## src/rtl/bitserial_seq.sv

```systemverilog
// -----------------------------------------------------------------------------
// bitserial_seq
// Parallel-side driver/collector for a 1-bit serial ALU. On start it latches
// an opcode and two operands. It then presents the operands to the ALU one bit
// per cycle, LSB first. The registered ALU output comes back one cycle later
// and is gathered into a parallel result.
//
// State table:
//   state   | meaning
//   --------+------------------------------------------------------------
//   S_IDLE  | waiting for start; ALU held in clear (ser_rstn=0)
//   S_SHIFT | driving operand bit k; sampling ALU bit k-1 (k>=1)
//   S_DRAIN | one extra cycle to collect the last ALU bit
//   S_DONE  | one-cycle done pulse; ALU cleared again before the next op
//
// Ports:
//   clk, rstn           clock; asynchronous active-low reset
//   start, op, opa, opb operation request, sampled/latched in S_IDLE only
//   busy, done, result  status and collected parallel result
//   ser_op, ser_a/b     opcode and serial operand bits to the ALU
//   ser_rstn            synchronous clear for the ALU out/carry registers
//   ser_out             registered ALU result bit (one-cycle latency)
// -----------------------------------------------------------------------------
module bitserial_seq #(
    parameter int WIDTH = 8
) (
    input  logic             clk,
    input  logic             rstn,
    input  logic             start,
    input  logic [3:0]       op,
    input  logic [WIDTH-1:0] opa,
    input  logic [WIDTH-1:0] opb,
    output logic             busy,
    output logic             done,
    output logic [WIDTH-1:0] result,
    output logic [3:0]       ser_op,
    output logic             ser_a,
    output logic             ser_b,
    output logic             ser_rstn,
    input  logic             ser_out
);

    localparam int KW = $clog2(WIDTH);
    localparam logic [KW-1:0] K_LAST = KW'(WIDTH - 1);

    typedef enum logic [1:0] {S_IDLE, S_SHIFT, S_DRAIN, S_DONE} state_t;

    state_t           state_q, state_d;
    logic [KW-1:0]    k_q, k_d;
    logic [WIDTH-1:0] opa_q, opa_d;
    logic [WIDTH-1:0] opb_q, opb_d;
    logic             armed_q;
    logic             busy_d, done_d, ser_a_d, ser_b_d, ser_rstn_d;
    logic [3:0]       ser_op_d;
    logic [WIDTH-1:0] result_d;

    // Every output is registered. The comb block computes the value each
    // output takes in the next state.
    always_comb begin
        state_d    = state_q;
        k_d        = k_q;
        opa_d      = opa_q;
        opb_d      = opb_q;
        ser_op_d   = ser_op;
        result_d   = result;
        busy_d     = 1'b0;
        done_d     = 1'b0;
        ser_a_d    = 1'b0;
        ser_b_d    = 1'b0;
        ser_rstn_d = 1'b0;
        case (state_q)
            S_IDLE: begin
                // armed_q guarantees one IDLE cycle after reset release
                if (start && armed_q) begin
                    state_d    = S_SHIFT;
                    k_d        = '0;
                    opa_d      = opa;
                    opb_d      = opb;
                    ser_op_d   = op;
                    busy_d     = 1'b1;
                    ser_rstn_d = 1'b1;
                    ser_a_d    = opa[0];
                    ser_b_d    = opb[0];
                end
            end
            S_SHIFT: begin
                busy_d     = 1'b1;
                ser_rstn_d = 1'b1;
                // ser_out now carries the ALU's answer for bit k-1
                if (k_q != '0)
                    result_d[k_q - KW'(1)] = ser_out;
                if (k_q == K_LAST) begin
                    state_d = S_DRAIN;
                end else begin
                    k_d     = k_q + KW'(1);
                    ser_a_d = opa_q[k_d];
                    ser_b_d = opb_q[k_d];
                end
            end
            S_DRAIN: begin
                result_d[WIDTH-1] = ser_out;
                state_d           = S_DONE;
                done_d            = 1'b1;
            end
            S_DONE: begin
                state_d = S_IDLE;
                k_d     = '0;
            end
            default: begin
                state_d = S_IDLE;
                k_d     = '0;
            end
        endcase
    end

    always_ff @(posedge clk or negedge rstn) begin
        if (!rstn) begin
            state_q  <= S_IDLE;
            k_q      <= '0;
            opa_q    <= '0;
            opb_q    <= '0;
            armed_q  <= 1'b0;
            busy     <= 1'b0;
            done     <= 1'b0;
            result   <= '0;
            ser_op   <= 4'd0;
            ser_a    <= 1'b0;
            ser_b    <= 1'b0;
            ser_rstn <= 1'b0;
        end else begin
            state_q  <= state_d;
            k_q      <= k_d;
            opa_q    <= opa_d;
            opb_q    <= opb_d;
            armed_q  <= 1'b1;
            busy     <= busy_d;
            done     <= done_d;
            result   <= result_d;
            ser_op   <= ser_op_d;
            ser_a    <= ser_a_d;
            ser_b    <= ser_b_d;
            ser_rstn <= ser_rstn_d;
        end
    end

endmodule
```

## config.mk

```make
export PLATFORM = sky130hd
export DESIGN_NAME = bitserial_seq
export DESIGN_NICKNAME = d
export VERILOG_FILES = /design/src/rtl/bitserial_seq.sv
export SDC_FILE = /design/constraint.sdc
export NUM_CORES = 1
export LEC_CHECK = 0
export CAP_MARGIN = 5
export CORE_MARGIN = 2
export CORE_UTILIZATION = 50
export CTS_BUF_LIST = sky130_fd_sc_hd__clkbuf_8
export DETAILED_ROUTE_END_ITERATION = 8
export PLACE_DENSITY = 0.78
export SLEW_MARGIN = 40
export SYNTH_ARGS = -nofsm -noshare
export SYNTH_HDL_FRONTEND = slang
export SYNTH_SLANG_ARGS = --single-unit
```

## constraint.sdc

```tcl
create_clock -name clk -period 2.2 [get_ports clk]
set_input_delay 0.55 -clock clk [delete_from_list [all_inputs] [get_ports clk]]
set_output_delay 0.55 -clock clk [all_outputs]
set_load 0.05 [all_outputs]
```

==> flow_summary.toml <==
[floorplan]
ioPinCount = 41
coreArea_mm2 = 0.00339
dieArea_mm2 = 0.00406
die_h_um = 63.8
rows = 21
start_util = 0.527
die_w_um = 63.8

[timing]
timing.fmax_mhz = 502
fin_tns_setup_ps = 0
slew_headroom = 0.659
rsz0062_at_grt = "no"
maxSlewViolCount = 0
fin_worst_skew_ps = 4.02
tightestPinTransition_ps = 509
period_minus_slack_ps = 1990
hold_viol_final = 0
finalCritPeriodShare = 0.906
finalSetupViolCount = 0

[clock_network]
cts_max_path_buffers = 2
cts.sinks = 38
postCtsResizedCells = 0
worst_skew_pair.late_latency_ps = 280
cts_inserted_buffers = 5
clk_pin_slew_worst_paths_ps = 60
postCtsHoldBufs = 0
h-tree-depth = 2
cts_setup_buffers = 0
cts-root-buf = "clkbuf_8"
cts_tree = "built"

[finish]
fill_cells = 257
register_area_um2 = 951
final_nets = 214
syn2layout_area_growth_pct = 29.1
post-route-cell-area_mm2 = 0.00230
antenna_cells = 0
multi_input_area_um2 = 778
drive_gt1_frac = 0.198

[drt]
drt_iter0_drc = 21
drt-total-wl_um = 3200
vias = 1185
vias_per_cell = 5.20
wire_per_inst_um = 14.0
drc_errors = 0
first_pass_iters = 4
postRouteAntennaNets = 0

[placed_design]
placed_area_mm2 = 0.00222
dp_hpwl_um = 2460
gp_congestion = 0.734
numPortBuffers = 40

[min_path]
hold_path.class = "input port to async pin"

[yosys]
yosysWarnings = 0
netlist_instances = 139
syn_nets = 170
syn_area_mm2 = 0.00179
ys_seq_area_frac = 0.533
ys_ff_latch = 38
syn_area_per_cell_um2 = 12.8
yosysUniqueCellTypes = 32

[pwr]
swShare = 0.411
max-vdd-ir-drop_uv = 698
p_sw_uw = 1420
p_seq_frac = 0.340
clockPowerShare = 0.132
p_per_area_mw_per_mm2 = 1500
p_leak_uw = 0.00102
p_comb_frac = 0.529
internal-power_uw = 2040

[global_route]
grt_use_total = 0.188
gr-total-overflow = 0
grt_antenna_before_repair = 0
grt_max_degree = 39
grt_pass1_vias = 1304
grt_pass1_wl_um = 5810

[critical_path]
path_delay_family = "buffers and inverters"
crit_buf_inv = 1
crit_type = "register to primary output"
critPathMaxStageDelay_ps = 810
arrival_ps = 1440
endpoint_kind = "primary output"
worstPathRequired_ps = 1650
crit_fanout = 2
cp_cell_sequence = "clkdlybuf4s50_1"
start_kind = "register"
slowest_stage = "clkdlybuf4s50_1"

[job]
max_cap_viol_count = 0

[status]
status = "complete, no violations"
==> power by group through the flow <==
| stage | Clock [µW] | Combinational (µW) | Sequential [µW] |
|---|---|---|---|
| after floorplan | 0 | 892 | 1620 |
| after global placement | 0 | 1780 | 1170 |
| after detailed placement | 0 | 1840 | 1190 |
| after CTS | 472 | 1840 | 1180 |
| after global routing | 512 | 1970 | 1220 |
| final | 455 | 1830 | 1170 |
==> flip-flops by register name (all words and copies together) (netlist names) <==
name      cells
result        8
done          1
ser_op        4
ser_rstn      1
opa_q         8
armed_q       1
state_q       2
k_q           3
ser_a         1
opb_q         8
ser_b         1
==> worst reg2reg max path, stage by stage (launching register included) <==
cell and delay [ps]:
dfrtp_1 400, inv_1 90, ha_1 520, nor2_1 110, a22oi_1 220, mux2_1 340
==> cell families (layout without fill, tap and decap cells) <==
logic type	Yosys count	in the layout	share of synthesized area
other	1	1	0.00210
adder cells (fa/ha/maj)	7	7	0.0491
buffers and inverters	10	53	0.0315
flip-flops	38	38	0.533
multiplexers	32	32	0.214
AND/OR/NAND/NOR	34	34	0.101
AO/OA/AOI/OAI	17	17	0.0694
==> cell usage in the layout, fill, tap and decap left out <==
| cell type | instances |
|---|---|
| mux2_2 | 25 |
| nand2_1 | 9 |
| mux2i_1 | 3 |
| a22oi_1 | 1 |
| a21o_1 | 2 |
| clkdlybuf4s50_1 | 39 |
| nor2b_1 | 2 |
| o21ai_0 | 1 |
| o2111ai_1 | 1 |
| nor2_1 | 3 |
| o32a_1 | 1 |
| o21ai_1 | 2 |
| and2b_1 | 1 |
| inv_1 | 4 |
| clkbuf_8 | 6 |
| mux4_2 | 1 |
| a22o_1 | 3 |
| ha_1 | 7 |
| mux4_1 | 1 |
| o311ai_0 | 1 |
| dfrtp_1 | 38 |
| nand2b_1 | 6 |
| buf_4 | 4 |
| mux2_1 | 2 |
| nand3_1 | 4 |
| nand3b_1 | 4 |
| a32o_1 | 1 |
| a211oi_1 | 1 |
| a21oi_1 | 3 |
| nand4_1 | 2 |
| conb_1 | 1 |
| nor3_1 | 3 |
==> cells in the mapped netlist (all sizes together) <==
master | count | area [µm²]
dfrtp | 38 | 951
nor2 | 3 | 11.3
o2111ai | 1 | 8.76
nand3 | 4 | 20.0
inv | 4 | 15.0
and2b | 1 | 7.51
o21ai | 3 | 15.0
a22o | 3 | 26.3
o311ai | 1 | 8.76
ha | 7 | 87.6
mux2 | 27 | 304
o32a | 1 | 10.0
a32o | 1 | 10.0
nor3 | 3 | 15.0
nor2b | 2 | 12.5
nand4 | 2 | 12.5
a21oi | 3 | 15.0
mux2i | 3 | 30.0
a22oi | 1 | 7.51
a21o | 2 | 15.0
nand3b | 4 | 30.0
buf | 6 | 41.3
conb | 1 | 3.75
nand2b | 6 | 37.5
a211oi | 1 | 7.51
nand2 | 9 | 33.8
mux4 | 2 | 48.8
==> final timing paths <==
| path | startpoint | endpoint | slack, ps | cells past startpoint |
|---|---|---|---|---|
| worst max register to register | k_q[1]$_DFFE_PN0P_ | result[7]$_DFFE_PN0P_ | 400 | 5 |
| max in group asynchronous | rstn | result[2]$_DFFE_PN0P_ | 1660 | 1 |
| worst max-delay path | result[2]$_DFFE_PN0P_ | result[2] | 210 | 1 |
| min in group clk | opb_q[0]$_DFFE_PN0P_ | opb_q[0]$_DFFE_PN0P_ | 490 | 2 |
| worst min-delay path | rstn | opb_q[3]$_DFFE_PN0P_ | 220 | 1 |
| worst min register to register | opb_q[0]$_DFFE_PN0P_ | opb_q[0]$_DFFE_PN0P_ | 490 | 2 |
==> metrics by stage <==
stage	power (µW)	util	hold slack [ps]	instances	setup slack (ps)
after global routing	3700	0.680	247	228	149
after floorplan	2510	-	254	139	444
after global placement	2950	0.655	454	222	310
after detailed placement	3030	0.655	465	222	229
after CTS	3490	0.679	389	228	186
final	3460	0.680	220	228	208
==> area by class of cell <==
cell class | instances | area share
clock buffer | 6 | 0.0358
tap | 46 | 0.0250
multi-input combinational | 91 | 0.338
inverter | 4 | 0.00651
timing repair buffer | 43 | 0.182
sequential | 38 | 0.413
==> routing by layer <==
layer  routed length [µm]  vias up  global-route usage
li1                     -      583                   -
met1                 1330      574               0.221
met2                 1670       22               0.326
met3                  139        6              0.0563
met4                   51        0              0.0652
met5                    0        -                   0
(Power assumes the default switching activity.)
